$ cat src/rtl/dmem_store_buffer_if.sv
// Processor-side and memory-side signals of the data-memory store buffer.
// The slave view belongs to the buffer; the master view belongs to the CPU/memory environment.
interface dmem_store_buffer_if;
   logic [31:0] cpu_addr;
   logic [31:0] cpu_data;
   logic        cpu_wren;
   logic        cpu_rden;
   logic [31:0] cpu_q;
   logic        cpu_stall;
   logic [31:0] mem_addr;
   logic [31:0] mem_data;
   logic        mem_wren;
   logic        mem_rden;
   logic        mem_ready;
   logic [31:0] mem_q;
   logic        empty;

   modport slave (
      input  cpu_addr, cpu_data, cpu_wren, cpu_rden, mem_ready, mem_q,
      output cpu_q, cpu_stall, mem_addr, mem_data, mem_wren, mem_rden, empty
   );

   modport master (
      output cpu_addr, cpu_data, cpu_wren, cpu_rden, mem_ready, mem_q,
      input  cpu_q, cpu_stall, mem_addr, mem_data, mem_wren, mem_rden, empty
   );
endinterface

$ cat src/rtl/dmem_store_buffer.sv
// Posted-write buffer between the memory stage and dmem: stores drain in the background,
// loads forward from the youngest matching queued store or stall on a memory read.
module dmem_store_buffer #(
   parameter int DEPTH = 4,
   parameter int PTR_W = 2
) (
   input logic                 clock,
   input logic                 reset,
   dmem_store_buffer_if.slave  bus
);
   typedef enum logic {IDLE, LOAD_WAIT} stateT;

   stateT             state, stateNext;
   logic [31:0]       addrQ [DEPTH];
   logic [31:0]       dataQ [DEPTH];
   logic [PTR_W-1:0]  wrPtr, rdPtr;
   logic [PTR_W:0]    count;
   logic [31:0]       loadAddr;
   logic              full, hit, loadMiss, enq, drainDone;
   logic [31:0]       hitData;

   assign full      = (count == (PTR_W+1)'(DEPTH));
   assign bus.empty = (count == '0);

   // Walk oldest to youngest so the last match seen is the youngest store.
   always_comb begin
      hit     = 1'b0;
      hitData = '0;
      for (int unsigned k = 0; k < DEPTH; k++) begin
         if (count > (PTR_W+1)'(k) && addrQ[rdPtr + PTR_W'(k)] == bus.cpu_addr) begin
            hit     = 1'b1;
            hitData = dataQ[rdPtr + PTR_W'(k)];
         end
      end
   end

   always_comb begin
      stateNext     = state;
      bus.cpu_q     = '0;
      bus.cpu_stall = 1'b0;
      bus.mem_addr  = '0;
      bus.mem_data  = '0;
      bus.mem_wren  = 1'b0;
      bus.mem_rden  = 1'b0;
      loadMiss      = 1'b0;
      enq           = 1'b0;
      drainDone     = 1'b0;
      case (state)
         IDLE: begin
            if (bus.cpu_rden && !hit) begin
               loadMiss     = 1'b1;
               bus.mem_rden = 1'b1;
               bus.mem_addr = bus.cpu_addr;
               if (bus.mem_ready) begin
                  bus.cpu_q = bus.mem_q;
               end else begin
                  bus.cpu_stall = 1'b1;
                  stateNext     = LOAD_WAIT;
               end
            end else if (bus.cpu_rden) begin
               bus.cpu_q = hitData;
            end else if (bus.cpu_wren) begin
               if (full) bus.cpu_stall = 1'b1;
               else      enq           = 1'b1;
            end
         end
         LOAD_WAIT: begin
            loadMiss     = 1'b1;
            bus.mem_rden = 1'b1;
            bus.mem_addr = loadAddr;
            if (bus.mem_ready) begin
               bus.cpu_q = bus.mem_q;
               stateNext = IDLE;
            end else begin
               bus.cpu_stall = 1'b1;
            end
         end
         default: stateNext = IDLE;
      endcase
      // Drains only use the port when no load read owns it.
      if (!loadMiss && count != '0) begin
         bus.mem_wren = 1'b1;
         bus.mem_addr = addrQ[rdPtr];
         bus.mem_data = dataQ[rdPtr];
         drainDone    = bus.mem_ready;
      end
   end

   always_ff @(posedge clock) begin
      if (reset) begin
         state    <= IDLE;
         wrPtr    <= '0;
         rdPtr    <= '0;
         count    <= '0;
         loadAddr <= '0;
      end else begin
         state <= stateNext;
         if (state == IDLE && stateNext == LOAD_WAIT) loadAddr <= bus.cpu_addr;
         if (enq)       wrPtr <= wrPtr + PTR_W'(1);
         if (drainDone) rdPtr <= rdPtr + PTR_W'(1);
         count <= count + (PTR_W+1)'(enq) - (PTR_W+1)'(drainDone);
      end
   end

   // Entry payload needs no reset; validity comes from count and the pointers.
   always_ff @(posedge clock) begin
      if (enq) begin
         addrQ[wrPtr] <= bus.cpu_addr;
         dataQ[wrPtr] <= bus.cpu_data;
      end
   end
endmodule

$ cat src/flat_wrapper.sv
// flat-port wrapper written by rule: the top's interface ports become plain ports
module dmem_store_buffer_flat 
#(
   parameter int DEPTH = 4,
   parameter int PTR_W = 2
)
  (clock, reset, bus_cpu_addr, bus_cpu_data, bus_cpu_wren, bus_cpu_rden, bus_mem_ready, bus_mem_q, bus_cpu_q, bus_cpu_stall, bus_mem_addr, bus_mem_data, bus_mem_wren, bus_mem_rden, bus_empty);
  dmem_store_buffer_if bus_i ();
  input logic clock;
  input logic reset;
  input wire logic [$bits(bus_i.cpu_addr)-1:0] bus_cpu_addr;
  input wire logic [$bits(bus_i.cpu_data)-1:0] bus_cpu_data;
  input wire logic [$bits(bus_i.cpu_wren)-1:0] bus_cpu_wren;
  input wire logic [$bits(bus_i.cpu_rden)-1:0] bus_cpu_rden;
  input wire logic [$bits(bus_i.mem_ready)-1:0] bus_mem_ready;
  input wire logic [$bits(bus_i.mem_q)-1:0] bus_mem_q;
  output wire logic [$bits(bus_i.cpu_q)-1:0] bus_cpu_q;
  output wire logic [$bits(bus_i.cpu_stall)-1:0] bus_cpu_stall;
  output wire logic [$bits(bus_i.mem_addr)-1:0] bus_mem_addr;
  output wire logic [$bits(bus_i.mem_data)-1:0] bus_mem_data;
  output wire logic [$bits(bus_i.mem_wren)-1:0] bus_mem_wren;
  output wire logic [$bits(bus_i.mem_rden)-1:0] bus_mem_rden;
  output wire logic [$bits(bus_i.empty)-1:0] bus_empty;
  assign bus_i.cpu_addr = bus_cpu_addr;
  assign bus_i.cpu_data = bus_cpu_data;
  assign bus_i.cpu_wren = bus_cpu_wren;
  assign bus_i.cpu_rden = bus_cpu_rden;
  assign bus_i.mem_ready = bus_mem_ready;
  assign bus_i.mem_q = bus_mem_q;
  assign bus_cpu_q = bus_i.cpu_q;
  assign bus_cpu_stall = bus_i.cpu_stall;
  assign bus_mem_addr = bus_i.mem_addr;
  assign bus_mem_data = bus_i.mem_data;
  assign bus_mem_wren = bus_i.mem_wren;
  assign bus_mem_rden = bus_i.mem_rden;
  assign bus_empty = bus_i.empty;
  dmem_store_buffer #(.DEPTH(DEPTH), .PTR_W(PTR_W)) u_core (.clock(clock), .reset(reset), .bus(bus_i));
endmodule
$ cat config.mk
export PLATFORM = sky130hd
export DESIGN_NAME = dmem_store_buffer_flat
export DESIGN_NICKNAME = d
export VERILOG_FILES = /design/src/rtl/dmem_store_buffer_if.sv /design/src/rtl/dmem_store_buffer.sv /design/src/flat_wrapper.sv
export SDC_FILE = /design/constraint.sdc
export NUM_CORES = 1
export LEC_CHECK = 0
export ABC_AREA = 1
export BUFFER_PORTS_ARGS = -buffer_cell sky130_fd_sc_hd__buf_2
export CAP_MARGIN = 20
export CORE_MARGIN = 2
export CORE_UTILIZATION = 25
export CTS_BUF_LIST = sky130_fd_sc_hd__clkbuf_4 sky130_fd_sc_hd__clkbuf_8
export CTS_CLUSTER_DIAMETER = 40
export DETAILED_ROUTE_END_ITERATION = 10
export PLACE_DENSITY = 0.43
export SYNTH_ARGS = -nofsm -noshare
export SYNTH_HDL_FRONTEND = slang
export SYNTH_SLANG_ARGS = --single-unit
export TNS_END_PERCENT = 30
$ cat constraint.sdc
create_clock -name clock -period 3.85 [get_ports clock]
set_input_delay 0.385 -clock clock [delete_from_list [all_inputs] [get_ports clock]]
set_output_delay 0.385 -clock clock [all_outputs]
set_load 0.01 [all_outputs]
==> tab_implementation.tex, run 1 <==
\begin{tabular}{lr}
\hline
Metric & Value \\
\hline
\multicolumn{2}{l}{\textbf{Status}} \\
Run status & finished with violations \\
Failing checks & negative setup slack \\
\multicolumn{2}{l}{\textbf{Global routing}} \\
Largest net degree at the start of global routing & 129 \\
Antenna violations before repair & 5 \\
Gr usage total & 0.229 \\
Vias in the first global route & 22.0k \\
Total global routing overflow & 0 \\
Wire length of the first global-routing pass & 148 mm \\
\multicolumn{2}{l}{\textbf{Synthesis}} \\
Post-Synthesis Net Count & 3276 \\
Post-synth EDFFs & 256 \\
Post-Syn Area & 21200 um2 \\
Fraction of registers with async set/reset & 0 \\
Most used flip-flop cell after synthesis & edfxtp\_1 \\
Synthesized area per cell & 6.69 um2 \\
Post-synthesis register bit count & 298 \\
Part of the Yosys area used for sequential elements & 0.403 \\
Number of instances in the synthesized netlist & 3166 \\
Distinct cells, synth & 34 \\
Ys Warns & 0 \\
\multicolumn{2}{l}{\textbf{Critical path}} \\
Kind of end point of the critical path & primary output \\
WS Path Type & reg2out \\
Data arrival, critical path & 3.87 ns \\
Category of the worst setup path launch point & flop \\
Required time of the critical path & 3.46 ns \\
Top fanout value on the critical path & 9 \\
\multicolumn{2}{l}{\textbf{Die}} \\
Die width & 295 um \\
Total Die Area & 87100 um2 \\
Core region area & 83800 um2 \\
Number of standard-cell rows in the floorplan & 106 \\
Die Y & 295 um \\
Effective utilization at floorplan & 0.253 \\
I/O pin cnt & 201 \\
\multicolumn{2}{l}{\textbf{Run}} \\
Max Cap Violations & 0 \\
\multicolumn{2}{l}{\textbf{Power and ir drop}} \\
Relative contribution of sequential cells to total power & 0.264 \\
Switching share of power & 0.405 \\
Clock share of power & 0.303 \\
Largest voltage drop on the vdd net & 0.000341 V \\
Internal power component & 0.00849 W \\
Lkg Pwr & 12.6 nW \\
Combinational fraction of design power & 0.433 \\
Switching component of the power & 0.00579 W \\
Cell Pwr Density & 502 nW/um2 \\
\multicolumn{2}{l}{\textbf{CTS}} \\
Clock insertion delay at the later pin of the skew report & 0.70 ns \\
Clock Pin Slew Worst Setup and Hold Paths & 0.05 ns \\
Largest buffer count on any clock path & 3 \\
Clock tree from TritonCTS & built \\
Number of buffers created by CTS & 71 \\
Total number of H-tree levels & 3 \\
Total number of clock tree sinks & 298 \\
Clock Tree Root & clkbuf\_8 \\
\multicolumn{2}{l}{\textbf{Routing}} \\
Met1 Routed Length & 44.9 mm \\
Avg WL per Cell & 21.9 um \\
Detail Route met3 WL & 6.95 mm \\
Routed Antenna Nets & 0 \\
Count of unresolved DRC violations after routing & 0 \\
Top routing layer in use & met5 \\
First drt pass iteration count & 6 \\
Initial DRC count & 2435 \\
Detail-routed via count per cell & 5.10 \\
Wire length reported by the detailed router & 103 mm \\
Routed wl met2 & 48.0 mm \\
Vias & 23.8k \\
\multicolumn{2}{l}{\textbf{Cells and area}} \\
Proportion of layout cells with a drive suffix above 1 & 0.203 \\
Number of nets in the layout & 3591 \\
Area delta synth->final & 34.1\% \\
Filler cell count in the final layout & 9253 \\
\multicolumn{2}{l}{\textbf{STA}} \\
Slew Viols, Final & 0 \\
Period minus WS final & 4.25 ns \\
RSZ-0062 raised after global routing & true \\
Number of hold violations in the final report & 0 \\
Setup clock skew after layout & 0.0467 ns \\
Maximum clock rate & 0.235 GHz \\
Setup tns final & -29.96 ns \\
Final clock period utilization by the worst path & 1.10 \\
Final number of setup-violating endpoints & 99 \\
Max\_slew headroom & 0.538 \\
Worst-margin pin slew & 0.693 ns \\
Least setup slack across all paths after layout & -0.403 ns \\
\multicolumn{2}{l}{\textbf{Place}} \\
DPL Wire Length & 68.6 mm \\
PortBufs & 200 \\
Routability-driven placement congestion ratio & 0.986 \\
Worst setup slack after placement & -0.0392 ns \\
\multicolumn{2}{l}{\textbf{Hold path}} \\
Hold Crit Class & in2reg \\
\hline
\end{tabular}
-- cells in the final DEF, fill, tap and decap left out, types with 41 or more instances in the layout --
cell type / n
nand2_1: 1292
nor3_1: 65
buf_4: 109
nor2_1: 177
nand3_1: 275
nand3_2: 41
clkbuf_8: 75
a21oi_1: 106
nand2_2: 64
o22ai_1: 64
buf_2: 175
inv_1: 146
o21ai_0: 193
edfxtp_1: 256
buf_12: 50
-- flip-flops by register name (all words and copies together) (netlist names), named ones only --
signal and count:
u_core.loadAddr 32, u_core.wrPtr 2, u_core.addrQ 128, u_core.count 3
u_core.state 1, u_core.dataQ 128, u_core.rdPtr 2
-- routing by layer --
layer	vias to the layer above	global-route usage
met5	-	0
met1	11500	0.309
li1	11300	-
met2	930	0.377
met3	181	0.0363
met4	8	0.0678
-- cell usage after synthesis, types with 2 or more instances --
cell type / n / area share
a32o_1: 32 / 0.015
mux2i_1: 32 / 0.015
nand3_1: 325 / 0.077
buf_2: 55 / 0.013
nand3b_1: 2 / 0.00071
ha_1: 8 / 0.0047
nor3_1: 66 / 0.016
buf_4: 2 / 0.00071
inv_1: 150 / 0.027
nand4_1: 36 / 0.011
nor2_1: 216 / 0.038
dfxtp_1: 42 / 0.040
nand2_2: 3 / 0.00089
nor2_2: 4 / 0.0012
o22ai_1: 64 / 0.019
o21ai_0: 226 / 0.053
nand2_1: 1363 / 0.24
xor2_1: 13 / 0.0054
o21ai_1: 2 / 0.00047
inv_2: 5 / 0.00089
clkbuf_1: 111 / 0.020
a21oi_1: 113 / 0.027
and2_1: 3 / 0.00089
buf_1: 22 / 0.0039
a22oi_1: 7 / 0.0025
edfxtp_1: 256 / 0.36
-- area by class of cell --
class	instances	area [um2]	area share
inverters	155	608	0.0214
diodes	2	5.00	0.000176
flip-flops and latches	298	8540	0.301
repair buffers	430	4080	0.144
clock buffers	100	1220	0.0429
well taps	1134	1420	0.0499
multi-input cells	2525	12100	0.427
clock inverters	30	403	0.0142
-- through the flow --
step           total power (W)  utilization  instances  area [um2]  hold WS (ns)
2_1_floorplan          0.00678            -       3166       21200         0.440
3_3_place_gp           0.00903        0.291       4451       24400         0.450
3_5_place_dp           0.00901        0.291       4451       24400         0.454
4_1_cts                 0.0140        0.327       4658       27400       0.00342
5_1_grt                 0.0150        0.339       4673       28400        0.0346
6_report                0.0143        0.339       4674       28400        0.0343
-- path summary, 6_finish.rpt --
path                                                   endpoint  cells after the start  slack (ns)                            start
worst max register to register       u_core.count[2]$_SDFF_PP0_                     24        0.14     u_core.rdPtr[0]$_SDFFE_PP0P_
worst min-delay path               u_core.addrQ[2][8]$_DFFE_PP_                      1        0.03                  bus_cpu_addr[8]
worst max-delay path                           bus_mem_addr[25]                     23       -0.40     u_core.rdPtr[0]$_SDFFE_PP0P_
worst min register to register  u_core.loadAddr[6]$_SDFFE_PP0P_                      2        0.46  u_core.loadAddr[6]$_SDFFE_PP0P_
-- worst max-delay path: stages (launching register included) --
cell       delay [ns]
dfxtp_4          0.40
buf_12           0.15
buf_12           0.11
nand2_8          0.09
nand2_4          0.19
clkbuf_16        0.20
nand2_1          0.07
nand3_1          0.14
nand4_1          0.21
nor2_1           0.15
nand2_1          0.09
nor2_4           0.12
nand3_4          0.11
nand2_2          0.10
nor2_4           0.05
nor2_4           0.12
inv_2            0.07
nor2_4           0.10
buf_12           0.16
buf_12           0.14
buf_12           0.14
nand3_2          0.07
nand2_2          0.07
buf_6            0.11
-- power by group through the flow --
| stage | logic [W] | clock network, W | registers, W |
|---|---|---|---|
| floorplan | 0.00298 | 0 | 0.00380 |
| global placement | 0.00519 | 0 | 0.00384 |
| detailed placement | 0.00518 | 0 | 0.00383 |
| CTS | 0.00577 | 0.00444 | 0.00377 |
| global route | 0.00664 | 0.00459 | 0.00379 |
| finish | 0.00617 | 0.00432 | 0.00377 |
-- what timing repair did --
action / CTS / global route
setup endpoints to repair: 99 / 100
gates cloned: 12 / 7
pin swaps: 25 / 48
gates resized for setup: 136 / 194
buffers inserted: 29 / 10
endpoints found under the hold margin: 147 / 0
hold buffers: 37 / 0
-- cells by family after synthesis --
family / Yosys count / share of synthesized area
AO/OA/AOI/OAI: 448 / 0.119
XOR/XNOR: 14 / 0.00579
adder cells (fa/ha/maj): 9 / 0.00567
buffers and inverters: 345 / 0.0648
flip-flops: 298 / 0.403
multiplexers: 32 / 0.0151
AND/OR/NAND/NOR: 2020 / 0.387
Note: power is estimated with default switching activity, not from simulation.
==> run 2: changes to the inputs <==
Settings changed: TNS_END_PERCENT 30 to unset.
==> run 2 against run 1 <==
Net effect: clock-buffer cell count stayed put; total power is 0.36% higher; register-to-register slack hardly changed; flip-flop and latch count stayed put; fmax hardly changed; the run still ends with negative setup slack left; highest routed layer unchanged; routed wire length is 0.25% lower; critical endpoint is now bus_mem_addr[18]; non-clock buffer count is 3 higher.
==> tab_implementation.tex, run 2 (synthesis results as in run 1) <==
\begin{tabular}{lr}
\hline
Metric & Value \\
\hline
\multicolumn{2}{l}{\textbf{Routing}} \\
Initial DRC count & 2457 (was 2435) \\
Wire length reported by the detailed router & 102 mm (was 103 mm) \\
Avg WL per Cell & 21.9 um (about the same) \\
First drt pass iteration count & 8 (was 6) \\
Count of unresolved DRC violations after routing & 0 (unchanged) \\
Detail-routed via count per cell & 5.11 (was 5.10) \\
Routed Antenna Nets & 0 (unchanged) \\
Vias & 23.9k (was 23.8k) \\
\multicolumn{2}{l}{\textbf{Critical path}} \\
Data arrival, critical path & 3.87 ns (about the same) \\
Beginning of the critical path & u\_core.rdPtr[0]\$\_SDFFE\_PP0P\_ (unchanged) \\
Top fanout value on the critical path & 8 (was 9) \\
Reg2Reg Launch Point & u\_core.rdPtr[0]\$\_SDFFE\_PP0P\_ (unchanged) \\
Required time of the critical path & 3.46 ns (about the same) \\
Kind of end point of the critical path & primary output (unchanged) \\
Slack of the worst reg-to-reg path & 0.14 ns (about the same) \\
R2R cell count & 24 (unchanged) \\
WS Path Type & reg2out (unchanged) \\
Category of the worst setup path launch point & flop (unchanged) \\
\multicolumn{2}{l}{\textbf{Global routing}} \\
Wire length of the first global-routing pass & 148 mm (about the same) \\
Vias in the first global route & 22.0k (unchanged) \\
Total global routing overflow & 0 (unchanged) \\
Antenna violations before repair & 5 (unchanged) \\
Gr usage total & 0.229 (about the same) \\
Largest net degree at the start of global routing & 129 (unchanged) \\
\multicolumn{2}{l}{\textbf{CTS}} \\
Clock insertion delay at the later pin of the skew report & 0.71 ns (was 0.70 ns) \\
Total number of clock tree sinks & 298 (unchanged) \\
Number of buffers created by CTS & 71 (unchanged) \\
Largest buffer count on any clock path & 3 (unchanged) \\
Clock Tree Root & clkbuf\_8 (unchanged) \\
Clock tree from TritonCTS & built (unchanged) \\
Total number of H-tree levels & 3 (unchanged) \\
Clock Pin Slew Worst Setup and Hold Paths & 0.05 ns (about the same) \\
\multicolumn{2}{l}{\textbf{Place}} \\
Routability-driven placement congestion ratio & 0.986 (unchanged) \\
Worst setup slack after placement & -0.0392 ns (unchanged) \\
PortBufs & 200 (unchanged) \\
DPL Wire Length & 68.6 mm (unchanged) \\
Total placed instance area & 24400 um2 (unchanged) \\
\multicolumn{2}{l}{\textbf{Cells and area}} \\
Number of nets in the layout & 3594 (was 3591) \\
Proportion of layout cells with a drive suffix above 1 & 0.207 (was 0.203) \\
Most common library cell in the layout ignoring fill and taps & nand2\_1 (unchanged) \\
Highest-count cells in the layout ignoring fill and taps & nand2\_1, nand3\_1, edfxtp\_1, o21ai\_0, buf\_2 (was nand2\_1, nand3\_1, edfxtp\_1, o21ai\_0, nor2\_1) \\
Utilization after layout & 0.341 (was 0.339) \\
Filler cell count in the final layout & 9237 (was 9253) \\
Area delta synth->final & 34.8\% (was 34.1\%) \\
Biggest regs & u\_core.addrQ: 128 flops, u\_core.dataQ: 128 flops, u\_core.loadAddr: 32 flops (unchanged) \\
Post-layout instance area & 28500 um2 (was 28400 um2) \\
\multicolumn{2}{l}{\textbf{Power and ir drop}} \\
Total Power & 0.0143 W (about the same) \\
Internal power component & 0.00852 W (was 0.00849 W) \\
Switching component of the power & 0.00581 W (was 0.00579 W) \\
Relative contribution of sequential cells to total power & 0.263 (was 0.264) \\
Cell Pwr Density & 502 nW/um2 (about the same) \\
Largest voltage drop on the vdd net & 0.000346 V (was 0.000341 V) \\
Switching share of power & 0.405 (about the same) \\
Clock share of power & 0.302 (was 0.303) \\
Lkg Pwr & 12.6 nW (about the same) \\
Combinational fraction of design power & 0.434 (was 0.433) \\
\multicolumn{2}{l}{\textbf{STA}} \\
Slew Viols, Final & 0 (unchanged) \\
Final Hold Slack & 0.0389 ns (was 0.0343 ns) \\
Least setup slack across all paths after layout & -0.400 ns (was -0.403 ns) \\
Period minus WS final & 4.25 ns (about the same) \\
Final number of setup-violating endpoints & 99 (unchanged) \\
Maximum clock rate & 0.235 GHz (about the same) \\
Final clock period utilization by the worst path & 1.10 (about the same) \\
Worst-margin pin slew & 0.685 ns (was 0.693 ns) \\
RSZ-0062 raised after global routing & true (unchanged) \\
Max\_slew headroom & 0.543 (was 0.538) \\
Number of hold violations in the final report & 0 (unchanged) \\
Setup clock skew after layout & 0.0497 ns (was 0.0467 ns) \\
\multicolumn{2}{l}{\textbf{Hold path}} \\
Start point of the worst hold path & bus\_cpu\_addr[8] (unchanged) \\
Min-Delay Path Depth & 1 (unchanged) \\
Hold Crit Class & in2reg (unchanged) \\
\multicolumn{2}{l}{\textbf{Die}} \\
I/O pin cnt & 201 (unchanged) \\
Die width & 295 um (unchanged) \\
Core region area & 83800 um2 (unchanged) \\
Number of standard-cell rows in the floorplan & 106 (unchanged) \\
Die Y & 295 um (unchanged) \\
Total Die Area & 87100 um2 (unchanged) \\
Effective utilization at floorplan & 0.253 (unchanged) \\
\multicolumn{2}{l}{\textbf{Status}} \\
Failing checks & negative setup slack (unchanged) \\
Run status & finished with violations (unchanged) \\
\multicolumn{2}{l}{\textbf{Run}} \\
Max Cap Violations & 0 (unchanged) \\
\hline
\end{tabular}
==> run 2: cell types whose count changed in the layout (fill, tap and decap cells not counted), sizes merged <==
cell,previous run,this run
diode,2,1
buf,381,384
==> run 2: metal layers <==
layer  up-vias  wire, um  GRT usage
li1      11300         -          -
met5         -        47          0
met4         8      2790     0.0677
met1     11400     44400      0.309
met2       992     47900      0.377
met3       195      7230     0.0362
==> run 2: worst paths after layout <==
path,endpoint
max,bus_mem_addr[18]
max reg2reg,u_core.count[2]$_SDFF_PP0_
min reg2reg,u_core.loadAddr[13]$_SDFFE_PP0P_
min,u_core.addrQ[1][8]$_DFFE_PP_
==> run 2: layout make-up <==
type                            count  area (um2)  area share
Timing Repair Buffer              433        4120       0.144
Antenna cell                        1        2.50   0.0000877
Clock inverter                     30         403      0.0141
Clock buffer                      100        1220      0.0427
Inverter                          155         616      0.0216
Multi-Input combinational cell   2525       12200       0.428
Tap cell                         1134        1420      0.0497
Sequential cell                   298        8540       0.299
==> run 2: power by group through the flow <==
stage / Clock (W) / Sequential [W] / Combinational, W
6_report: 0.00433 / 0.00377 / 0.00622
5_1_grt: 0.00459 / 0.00379 / 0.00670
4_1_cts: 0.00444 / 0.00377 / 0.00577
3_5_place_dp: 0 / 0.00383 / 0.00518
3_3_place_gp: 0 / 0.00384 / 0.00519
2_1_floorplan: 0 / 0.00380 / 0.00298
==> run 2: critical path, stage by stage (launching register included) <==
cell and delay [ns]:
dfxtp_4 0.37, buf_12 0.15, buf_12 0.12, nand2_8 0.12, nand2_8 0.11, buf_12 0.16, buf_4 0.15, nand2_1 0.07
nand2_1 0.06, nand2_1 0.07, nand2_2 0.09, a21oi_2 0.17, nand4_1 0.19, nor2_4 0.17, nand2_2 0.10, nand2_1 0.07
inv_1 0.07, nand3_4 0.12, buf_12 0.16, nor3_1 0.05, a21oi_1 0.27, nand2_2 0.14, buf_6 0.14
==> run 2: stage by stage <==
stage               setup TNS [ns]  instances
finish                      -28.22       4676
CTS                         -34.30       4658
global route                -45.16       4676
global placement            -0.122       4451
floorplan                   -98.15       3166
detailed placement          -0.326       4451
==> run 2: repair_timing <==
item                                   4_1_cts  5_1_grt
buffers inserted                            29       14
gates cloned                                12        7
setup endpoints to repair                   99      100
endpoints found under the hold margin      147        0
resized for setup                          136      219
pin swaps                                   26       49
hold buffers                                37        0
